[config.mk]
export PLATFORM = sky130hd
export DESIGN_NAME = mmio_csr_regs_flat
export DESIGN_NICKNAME = d
export VERILOG_FILES = /design/src/rtl/mmio_csr_regs_if.sv /design/src/rtl/mmio_csr_regs.sv /design/src/flat_wrapper.sv
export SDC_FILE = /design/constraint.sdc
export NUM_CORES = 1
export LEC_CHECK = 0
export CORE_ASPECT_RATIO = 0.7
export CORE_MARGIN = 3
export CORE_UTILIZATION = 31
export DETAILED_ROUTE_END_ITERATION = 10
export RECOVER_POWER = 100
export SETUP_SLACK_MARGIN = 0.02
export SLEW_MARGIN = 10
export SYNTH_ARGS = -nofsm -noshare
export SYNTH_HDL_FRONTEND = slang
export SYNTH_SLANG_ARGS = --single-unit
[constraint.sdc]
create_clock -name clk -period 2.9 [get_ports clk]
set_input_delay 0.58 -clock clk [delete_from_list [all_inputs] [get_ports clk]]
set_output_delay 0.58 -clock clk [all_outputs]
set_load 0.05 [all_outputs]
[src/rtl/mmio_csr_regs_if.sv]
// MMIO request/response bundle for the CSR block, plus FSM run status and a
// debug view of the FSM state.
interface mmio_csr_regs_if;
  // Handshake: requests carry no ready; any request with *_valid high in a
  // cycle is taken that cycle. rsp_valid is high for exactly one cycle per
  // response and the consumer must take it then.
  logic        mmio_rd_valid;
  logic        mmio_wr_valid;
  logic [15:0] mmio_addr;
  logic [1:0]  mmio_len;
  logic [8:0]  mmio_tid;
  logic [63:0] mmio_wr_data;
  logic        rsp_valid;
  logic [8:0]  rsp_tid;
  logic [63:0] rsp_data;
  logic        run_active;
  logic        done_pulse;
  logic [1:0]  fsm_state;

  modport master (
    output mmio_rd_valid, mmio_wr_valid, mmio_addr, mmio_len, mmio_tid, mmio_wr_data,
    input  rsp_valid, rsp_tid, rsp_data, run_active, done_pulse, fsm_state
  );

  modport slave (
    input  mmio_rd_valid, mmio_wr_valid, mmio_addr, mmio_len, mmio_tid, mmio_wr_data,
    output rsp_valid, rsp_tid, rsp_data, run_active, done_pulse, fsm_state
  );
endinterface

[src/rtl/mmio_csr_regs.sv]
// Five-register MMIO CSR window (SCRATCH, CTRL, STATUS, RD_CNT, WR_CNT) with a
// two-stage read pipeline and a small IDLE/RUN/DONE run-length FSM.
module mmio_csr_regs #(
  parameter logic [15:0] REG_BASE = 16'h0010
) (
  input logic           clk,
  input logic           rst_n,
  mmio_csr_regs_if.slave bus
);

  typedef enum logic [1:0] {
    ST_IDLE = 2'd0,
    ST_RUN  = 2'd1,
    ST_DONE = 2'd2
  } state_t;

  state_t      state;
  state_t      state_next;
  logic [31:0] run_cnt;
  logic [31:0] run_cnt_next;
  logic        done_q;
  logic        done_next;

  logic [63:0] scratch;
  logic [31:0] run_len;
  logic [31:0] rd_cnt;
  logic [31:0] wr_cnt;

  logic [15:0] addr_off;
  logic        in_window;
  logic [2:0]  reg_sel;
  logic        rd_hit;
  logic        wr_ok;
  logic        wr_scratch;
  logic        wr_ctrl;
  logic        start_req;
  logic [31:0] start_len;
  logic [63:0] rd_word;

  logic        s1_valid;
  logic [8:0]  s1_tid;
  logic [63:0] s1_data;
  logic        s2_valid;
  logic [8:0]  s2_tid;
  logic [63:0] s2_data;

  // Offset is only meaningful when addr >= REG_BASE; that test also keeps
  // windows near the top of the address space from wrapping.
  assign addr_off  = bus.mmio_addr - REG_BASE;
  assign in_window = (bus.mmio_addr >= REG_BASE) && (addr_off < 16'd10);
  assign reg_sel   = addr_off[3:1];

  assign rd_hit     = bus.mmio_rd_valid && in_window;
  assign wr_ok      = bus.mmio_wr_valid && in_window &&
                      (bus.mmio_len == 2'd1) && !addr_off[0];
  assign wr_scratch = wr_ok && (reg_sel == 3'd0);
  assign wr_ctrl    = wr_ok && (reg_sel == 3'd1);

  // START sees the RUN_LEN carried by the same write, not the stored one.
  assign start_req  = wr_ctrl && bus.mmio_wr_data[0];
  assign start_len  = bus.mmio_wr_data[47:16];

  always_comb begin
    rd_word = '0;
    if ((bus.mmio_len == 2'd1) && !addr_off[0]) begin
      case (reg_sel)
        3'd0:    rd_word = scratch;
        3'd1:    rd_word = {16'h0000, run_len, 16'h0000};
        3'd2:    rd_word = {run_cnt, 30'd0, (state == ST_DONE), (state == ST_RUN)};
        3'd3:    rd_word = {32'h0000_0000, rd_cnt};
        3'd4:    rd_word = {32'h0000_0000, wr_cnt};
        default: rd_word = '0;
      endcase
    end
  end

  // Register file and access counters. Reads sample rd_word in the request
  // cycle, so a same-cycle write or count update is seen only by later reads.
  always_ff @(posedge clk or negedge rst_n) begin
    if (!rst_n) begin
      scratch <= '0;
      run_len <= '0;
      rd_cnt  <= '0;
      wr_cnt  <= '0;
    end else begin
      if (wr_scratch) scratch <= bus.mmio_wr_data;
      if (wr_ctrl)    run_len <= start_len;
      if (rd_hit)     rd_cnt  <= rd_cnt + 32'd1;
      if (wr_ok)      wr_cnt  <= wr_cnt + 32'd1;
    end
  end

  always_ff @(posedge clk or negedge rst_n) begin
    if (!rst_n) begin
      s1_valid <= 1'b0;
      s1_tid   <= '0;
      s1_data  <= '0;
      s2_valid <= 1'b0;
      s2_tid   <= '0;
      s2_data  <= '0;
    end else begin
      s1_valid <= rd_hit;
      s1_tid   <= bus.mmio_tid;
      s1_data  <= rd_word;
      s2_valid <= s1_valid;
      s2_tid   <= s1_tid;
      s2_data  <= s1_data;
    end
  end

  assign bus.rsp_valid = s2_valid;
  assign bus.rsp_tid   = s2_tid;
  assign bus.rsp_data  = s2_data;

  // FSM: state register
  always_ff @(posedge clk or negedge rst_n) begin
    if (!rst_n) begin
      state   <= ST_IDLE;
      run_cnt <= '0;
      done_q  <= 1'b0;
    end else begin
      state   <= state_next;
      run_cnt <= run_cnt_next;
      done_q  <= done_next;
    end
  end

  // FSM: next state. done_next marks every entry into DONE, including a
  // zero-length START issued while already in DONE.
  always_comb begin
    state_next   = state;
    run_cnt_next = run_cnt;
    done_next    = 1'b0;
    case (state)
      ST_RUN: begin
        if (run_cnt == 32'd1) begin
          state_next   = ST_DONE;
          run_cnt_next = '0;
          done_next    = 1'b1;
        end else begin
          run_cnt_next = run_cnt - 32'd1;
        end
      end
      default: begin
        if (start_req) begin
          if (start_len != 32'd0) begin
            state_next   = ST_RUN;
            run_cnt_next = start_len;
          end else begin
            state_next   = ST_DONE;
            run_cnt_next = '0;
            done_next    = 1'b1;
          end
        end
      end
    endcase
  end

  // FSM: outputs
  always_comb begin
    bus.run_active = (state == ST_RUN);
    bus.done_pulse = done_q;
    bus.fsm_state  = state;
  end

endmodule

[src/flat_wrapper.sv]
// flat-port wrapper written by rule: the top's interface ports become plain ports
module mmio_csr_regs_flat 
#(
  parameter logic [15:0] REG_BASE = 16'h0010
)
  (clk, rst_n, bus_mmio_rd_valid, bus_mmio_wr_valid, bus_mmio_addr, bus_mmio_len, bus_mmio_tid, bus_mmio_wr_data, bus_rsp_valid, bus_rsp_tid, bus_rsp_data, bus_run_active, bus_done_pulse, bus_fsm_state);
  mmio_csr_regs_if bus_i ();
  input logic clk;
  input logic rst_n;
  input wire logic [$bits(bus_i.mmio_rd_valid)-1:0] bus_mmio_rd_valid;
  input wire logic [$bits(bus_i.mmio_wr_valid)-1:0] bus_mmio_wr_valid;
  input wire logic [$bits(bus_i.mmio_addr)-1:0] bus_mmio_addr;
  input wire logic [$bits(bus_i.mmio_len)-1:0] bus_mmio_len;
  input wire logic [$bits(bus_i.mmio_tid)-1:0] bus_mmio_tid;
  input wire logic [$bits(bus_i.mmio_wr_data)-1:0] bus_mmio_wr_data;
  output wire logic [$bits(bus_i.rsp_valid)-1:0] bus_rsp_valid;
  output wire logic [$bits(bus_i.rsp_tid)-1:0] bus_rsp_tid;
  output wire logic [$bits(bus_i.rsp_data)-1:0] bus_rsp_data;
  output wire logic [$bits(bus_i.run_active)-1:0] bus_run_active;
  output wire logic [$bits(bus_i.done_pulse)-1:0] bus_done_pulse;
  output wire logic [$bits(bus_i.fsm_state)-1:0] bus_fsm_state;
  assign bus_i.mmio_rd_valid = bus_mmio_rd_valid;
  assign bus_i.mmio_wr_valid = bus_mmio_wr_valid;
  assign bus_i.mmio_addr = bus_mmio_addr;
  assign bus_i.mmio_len = bus_mmio_len;
  assign bus_i.mmio_tid = bus_mmio_tid;
  assign bus_i.mmio_wr_data = bus_mmio_wr_data;
  assign bus_rsp_valid = bus_i.rsp_valid;
  assign bus_rsp_tid = bus_i.rsp_tid;
  assign bus_rsp_data = bus_i.rsp_data;
  assign bus_run_active = bus_i.run_active;
  assign bus_done_pulse = bus_i.done_pulse;
  assign bus_fsm_state = bus_i.fsm_state;
  mmio_csr_regs #(.REG_BASE(REG_BASE)) u_core (.clk(clk), .rst_n(rst_n), .bus(bus_i));
endmodule
Yosys cells after proc, flatten, opt, wreduce, memory -nomap -nowiden

Cells that the tools add are included.

Add/subtract/negate cells: 4
Multipliers: 0
Divide/modulo/power cells: 0
Magnitude comparators: 2
Equal/unequal tests: 9
Shift operators: 0
Multiplexer cells: 14
Bitwise operators: 0
Reductions and logical operators: 14

Operator list:

| operator                | number |
|---|---|
| $pmux W64 S5            | 1 |
| $mux W32                | 4 |
| $add A32 B1 Y32 const B | 2 |
| $mux W64                | 1 |
| $eq A32 B1 Y1 const B   | 1 |
| $reduce_bool A32 Y1     | 1 |
| $sub A32 B1 Y32 const B | 1 |
| $ge A16 B5 Y1 const B   | 1 |
| $lt A16 B4 Y1 const B   | 1 |
| $sub A16 B5 Y16 const B | 1 |
| $logic_and A1 B1 Y1     | 9 |
| $mux W2                 | 4 |
| $eq A3 B2 Y1 const B    | 2 |
| $eq A2 B1 Y1 const B    | 2 |
| $mux W1                 | 4 |
| $eq A3 B1 Y1 const B    | 1 |
| $eq A3 B3 Y1 const B    | 1 |
| $logic_not A3 Y1        | 1 |
| $eq A2 B2 Y1 const B    | 1 |
| $ne A2 B1 Y1 const B    | 1 |
| $reduce_and A2 Y1       | 1 |
| $reduce_bool A2 Y1      | 1 |
| $logic_not A1 Y1        | 1 |

Register bits: 343
Bits in latches: 0
Memory bits (writable): 0
ROM bits: 0
Input bits: 95
Output and inout bits: 78
Word-level logic and storage cells: 56
Memories kept: 0

Logic depth before layout (Yosys ltp)

Depth in word-level cells: 10
Gate-level depth with buffers: 8
Gate-level depth less buffers: 7

Worst setup path before layout

OpenSTA, ideal clock, no wires.

Path kind: flip-flop to flip-flop
Start point: register u_core.state[1] (netlist: u_core.bus.fsm_state[1])
End point: register u_core.run_cnt[29]
Library setup time: 124 ps
Data arrival time: 2372 ps
Data required time: 2776 ps
Setup slack: 404 ps
Stages on the path, launching flop included: 7
Path buffers: 1
Clock period less this slack: 2496 ps
Cells stage by stage: dfrtp_1 > nand2b_1 > inv_1 > clkbuf_1 > o2111ai_1 > and3_1 > a211o_1

Longest elaborated chain between the ends: 2
Elaborated cells between the ends (all ways): 3
Those cells by class: eq/ne: 1; mux: 1; reduce/logical: 1

RTL lines:

| element                                        | line                 | text |
|---|---|---|
| from (decl)                                    | mmio_csr_regs.sv:17  | `state_t state;` |
| from (signal assigned)                         | mmio_csr_regs.sv:122 | `state <= state_next;` |
| $eq A2 B1 Y1 (*)                               | -                    |  |
| named net bus_run_active                       | flat_wrapper.sv:19   | `output wire logic [$bits(bus_i.run_active)-1:0] bus_run_active;` |
| $mux W32 or $reduce_bool A2 Y1 (tied branches) | -                    |  |
| to (signal assigned)                           | mmio_csr_regs.sv:123 | `run_cnt <= run_cnt_next;` |
| to (decl)                                      | mmio_csr_regs.sv:19  | `logic [31:0] run_cnt;` |

The timed path passes the listed nets; every way through them passes the cells marked *.
A chain may end at the register's enable or synchronous reset.

Final worst setup path

Start point: input bus_mmio_addr[2]
End point: register u_core.scratch[21]

Longest elaborated chain between the ends: 7
Elaborated cells between the ends (all ways): 9
Those cells by class: add/sub: 1; order compare: 2; reduce/logical: 6

RTL lines:

| element                          | line                | text |
|---|---|---|
| from (decl)                      | flat_wrapper.sv:12  | `input wire logic [$bits(bus_i.mmio_addr)-1:0] bus_mmio_addr;` |
| $sub A16 B5 Y16                  | mmio_csr_regs.sv:49 | `assign addr_off = bus.mmio_addr - REG_BASE;` |
| $lt A16 B4 Y1                    | mmio_csr_regs.sv:50 | `assign in_window = (bus.mmio_addr >= REG_BASE) && (addr_off < 16'd10);` |
| $logic_and A1 B1 Y1              | mmio_csr_regs.sv:50 |  |
| $logic_and A1 B1 Y1 (2 in a row) | mmio_csr_regs.sv:54 | `assign wr_ok = bus.mmio_wr_valid && in_window &&` |
| $logic_and A1 B1 Y1              | mmio_csr_regs.sv:55 | `(bus.mmio_len == 2'd1) && !addr_off[0];` |
| $logic_and A1 B1 Y1 (*)          | mmio_csr_regs.sv:56 | `assign wr_scratch = wr_ok && (reg_sel == 3'd0);` |
| to (signal assigned)             | mmio_csr_regs.sv:86 | `if (wr_scratch) scratch <= bus.mmio_wr_data;` |
| to (decl)                        | mmio_csr_regs.sv:24 | `logic [63:0] scratch;` |

Mark *: on every way between the ends. The rest lies on a longest branch, timed or not.

==> impl_metrics.sql <==
INSERT INTO impl_metrics (metric_group, metric, value, unit) VALUES
('logic_synthesis', 'postSynthCellCount', '1162', ''),
('global_routing', 'grt_pass1_wl', '63200', 'um'),
('floorplan', 'floorplan.die.height', '184.3', 'um'),
('logic_synthesis', 'count_of_state_elements_after_synthesis', '343', ''),
('logic_synthesis', 'synth_cell_type_count', '67', ''),
('drt', 'drc_errors', '0', ''),
('placement', 'replace_congestion', '0.9184', ''),
('setup_path', 'worst_ep_arrival_time', '3.14', 'ns'),
('logic_synthesis', 'synth-warning-count', '0', ''),
('sta', 'final_min_period_over_clock_period', '0.9464', ''),
('floorplan', 'design.die.area', '0.04807', 'sq mm'),
('global_routing', 'grt_pass1_vias', '10210', ''),
('setup_path', 'worst-endpoint-required', '3.30', 'ns'),
('drt', 'drt_iter0_markers', '777', ''),
('logic_synthesis', 'ys_async_sr_fraction', '1.000', ''),
('power', 'p_total', '10950', 'uW'),
('drt', 'finalWirelength', '41560', 'um'),
('sta', 'final_period_minus_worst_setup_slack', '2.745', 'ns'),
('clock_tree', 'cts_tree', 'built', ''),
('clock_tree', 'htree_levels', '2', ''),
('clock_tree', 'clockBufferDepth', '3', ''),
('cells_and_area', 'flow.area_growth_from_synthesis', '30.05', '%'),
('cells_and_area', 'layout.cells.most_common', 'sky130_fd_sc_hd__dfrtp_1', ''),
('global_routing', 'grt_use_total', '0.1721', ''),
('power', 'powerDensity', '598.0', 'mW/mm^2'),
('sta', 'setup_viol_count_final', '0', ''),
('sta', 'final.hold.worst_slack', '0.3331', 'ns'),
('clock_tree', 'ctsRootBufferMaster', 'sky130_fd_sc_hd__clkbuf_16', ''),
('sta', 'final.setup_skew', '0.03103', 'ns'),
('drt', 'drtPass1Iterations', '7', ''),
('placement', 'placement.cell_area', '0.01715', 'sq mm'),
('floorplan', 'boundaryPins', '173', ''),
('hold_path', 'timing.hold.worst.class', 'register to register', ''),
('sta', 'slew_viol_final', '67', ''),
('sta', 'tightest_slew', '1.959', 'ns'),
('sta', 'final-hold-violation-count', '0', ''),
('global_routing', 'number_of_antenna_violations_at_the_first_check_in_global_routing', '3', ''),
('placement', 'port_buffers', '172', ''),
('setup_path', 'r2r_slack', '0.21', 'ns'),
('logic_synthesis', 'synth.avg_cell_area', '12.12', 'sq um'),
('setup_path', 'startpoint_type', 'input pin', ''),
('setup_path', 'cp-end-kind', 'register', ''),
('logic_synthesis', 'post_syn_nets', '1261', ''),
('power', 'irDropWorstVdd', '0.0003094', 'V'),
('power', 'power.leakage', '0.008359', 'uW'),
('sta', 'worst_slew_margin', '-0.3058', ''),
('clock_tree', 'clk_pin_slew_worst_paths', '0.06', 'ns'),
('sta', 'grt_setup_unrepaired', 'no', ''),
('drt', 'route.vias.total', '10170', ''),
('drt', 'wl_per_cell', '20.51', 'um'),
('clock_tree', 'post_cts.resized_instances', '0', ''),
('clock_tree', 'hold_buffers', '0', ''),
('setup_path', 'critical_path_class', 'input pin to register', ''),
('floorplan', 'die_width', '260.8', 'um'),
('clock_tree', 'post_cts_repair_timing_setup_buffer_count', '0', ''),
('logic_synthesis', 'synth_edf_count', '0', ''),
('run_status', 'violated_checks', 'max-capacitance violations, max-slew violations', ''),
('logic_synthesis', 'synth_seq_area_share', '0.6095', ''),
('cells_and_area', 'final_area', '0.01832', 'sq mm'),
('cells_and_area', 'nNetsFinal', '1501', ''),
('drt', 'antenna_left', '0', ''),
('job', 'cap_viol_max_count', '1', ''),
('sta', 'max_freq', '0.3643', 'GHz'),
('cells_and_area', 'mostFrequentLayoutCells', '343 x sky130_fd_sc_hd__dfrtp_1, 110 x sky130_fd_sc_hd__mux2_2, 107 x sky130_fd_sc_hd__nor2_1', ''),
('floorplan', 'coreArea', '0.04428', 'sq mm'),
('placement', 'hpwl', '30370', 'um'),
('floorplan', 'start_util', '0.3180', ''),
('global_routing', 'grt-ovfl-total', '0', ''),
('cells_and_area', 'layout_cells_sized_above_1', '0.1908', ''),
('clock_tree', 'cts-buffers-inserted', '37', ''),
('clock_tree', 'clk_latency', '0.54', 'ns'),
('drt', 'drt-vias-per-instance', '5.017', ''),
('global_routing', 'grt_max_degree', '70', ''),
('logic_synthesis', 'synthesis.area', '0.01408', 'sq mm'),
('floorplan', 'fp-row-count', '64', ''),
('clock_tree', 'clock_sinks', '343', ''),
('logic_synthesis', 'synthFlopType', 'sky130_fd_sc_hd__dfrtp_1', ''),
('run_status', 'outcome', 'complete, but fails checks', ''),
('setup_path', 'critPathMaxFanout', '29', '');
[path summary, 6_finish.rpt]
check                                              start                           endpoint  cells past startpoint
hold reg to reg             u_core.s1_data[50]$_DFF_PN0_  u_core.bus.rsp_data[50]$_DFF_PN0_                      0
hold / removal              u_core.s1_data[50]$_DFF_PN0_  u_core.bus.rsp_data[50]$_DFF_PN0_                      0
setup reg to reg           u_core.run_cnt[0]$_DFFE_PN0P_     u_core.run_cnt[28]$_DFFE_PN0P_                      7
min in group asynchronous                          rst_n     u_core.run_len[13]$_DFFE_PN0P_                      1
setup / recovery                        bus_mmio_addr[2]     u_core.scratch[21]$_DFFE_PN0P_                      6
max in group asynchronous                          rst_n      u_core.wr_cnt[14]$_DFFE_PN0N_                      2
[layout make-up]
| class | count | area (sq um) |
|---|---|---|
| fill | 4176 | 25970 |
| sequential | 343 | 8583 |
| multi-input combinational | 735 | 5159 |
| timing repair buffer | 264 | 2430 |
| clock buffer | 49 | 1084 |
| tap | 594 | 743.2 |
| clock inverter | 19 | 236.5 |
| inverter | 21 | 78.83 |
| antenna | 1 | 2.502 |
[cells in the mapped netlist, types with 4 or more instances]
cell type	instances	area share
sky130_fd_sc_hd__o2bb2ai_1	7	0.0044
sky130_fd_sc_hd__dfrtp_1	343	0.61
sky130_fd_sc_hd__nand3_1	46	0.016
sky130_fd_sc_hd__a2bb2oi_1	4	0.0025
sky130_fd_sc_hd__o21ai_0	17	0.0060
sky130_fd_sc_hd__xor2_1	29	0.018
sky130_fd_sc_hd__a22oi_1	73	0.039
sky130_fd_sc_hd__ha_1	4	0.0036
sky130_fd_sc_hd__mux2i_1	16	0.011
sky130_fd_sc_hd__mux2_2	111	0.089
sky130_fd_sc_hd__nor4_1	20	0.0089
sky130_fd_sc_hd__nand2_1	56	0.015
sky130_fd_sc_hd__nor2_1	107	0.029
sky130_fd_sc_hd__o211ai_1	9	0.0048
sky130_fd_sc_hd__nor3_1	31	0.011
sky130_fd_sc_hd__and2_1	5	0.0022
sky130_fd_sc_hd__or3_1	7	0.0031
sky130_fd_sc_hd__inv_1	21	0.0056
sky130_fd_sc_hd__xnor2_1	35	0.022
sky130_fd_sc_hd__a32oi_1	10	0.0062
sky130_fd_sc_hd__and4_1	11	0.0068
sky130_fd_sc_hd__and3_1	9	0.0040
sky130_fd_sc_hd__or4_1	8	0.0043
sky130_fd_sc_hd__buf_1	8	0.0021
sky130_fd_sc_hd__nand4_1	22	0.0098
sky130_fd_sc_hd__buf_2	12	0.0043
sky130_fd_sc_hd__a21oi_1	45	0.016
sky130_fd_sc_hd__clkbuf_1	42	0.011
[state kept, by name, indices dropped and copies added, names as in the netlist]
register and count:
u_core.run_cnt 32, u_core.bus.fsm_state 2, u_core.s1_tid 9, u_core.bus.rsp_valid 1, u_core.s1_data 64, u_core.bus.done_pulse 1
u_core.run_len 32, u_core.s1_valid 1, u_core.bus.rsp_tid 9, u_core.wr_cnt 32, u_core.scratch 64, u_core.rd_cnt 32
u_core.bus.rsp_data 64
[cells by family after synthesis]
family                     synth area share
AOI/OAI and AO/OA                   0.09586
xor gates and xnor gates            0.03980
muxes                                0.1001
and+or+nand+nor                      0.1272
buffers and inverters               0.02399
DFF                                  0.6095
adders and majority gates          0.003554
[worst max-delay path, cell delays in order]
cell                            delay (ns)
sky130_fd_sc_hd__dlygate4sd3_1        0.63
sky130_fd_sc_hd__o21ai_0              0.32
sky130_fd_sc_hd__and4_1               0.33
sky130_fd_sc_hd__and3_2               0.21
sky130_fd_sc_hd__clkbuf_2             0.64
sky130_fd_sc_hd__mux2_2               0.42
[per-layer routing]
layer,wire length [um],share of wire,track usage,vias to the layer above
met2,17530,0.42,0.2439,351
met1,19700,0.47,0.2603,5066
li1,-,-,-,4683
met4,798,0.019,0.04344,2
met3,3508,0.084,0.04381,63
met5,11,0.00026,0,-
[per-stage QoR]
stage               worst slack [ns]  TNS [ns]  cells    util
detailed placement           -0.4092    -5.399   1957  0.3872
finish                        0.1553         0   2026  0.4136
global route                 0.04626         0   2026  0.4136
global placement             -0.4177    -5.583   1957  0.3872
CTS                           0.1622         0   2025  0.4170
floorplan                     0.4043         0   1162       -
[report_power, final]
part	internal, uW	switching, uW
combinational	384	540
clock	3020	1990
sequential	4880	141
total	8280	2670
Power figures use the tool's default switching activity.
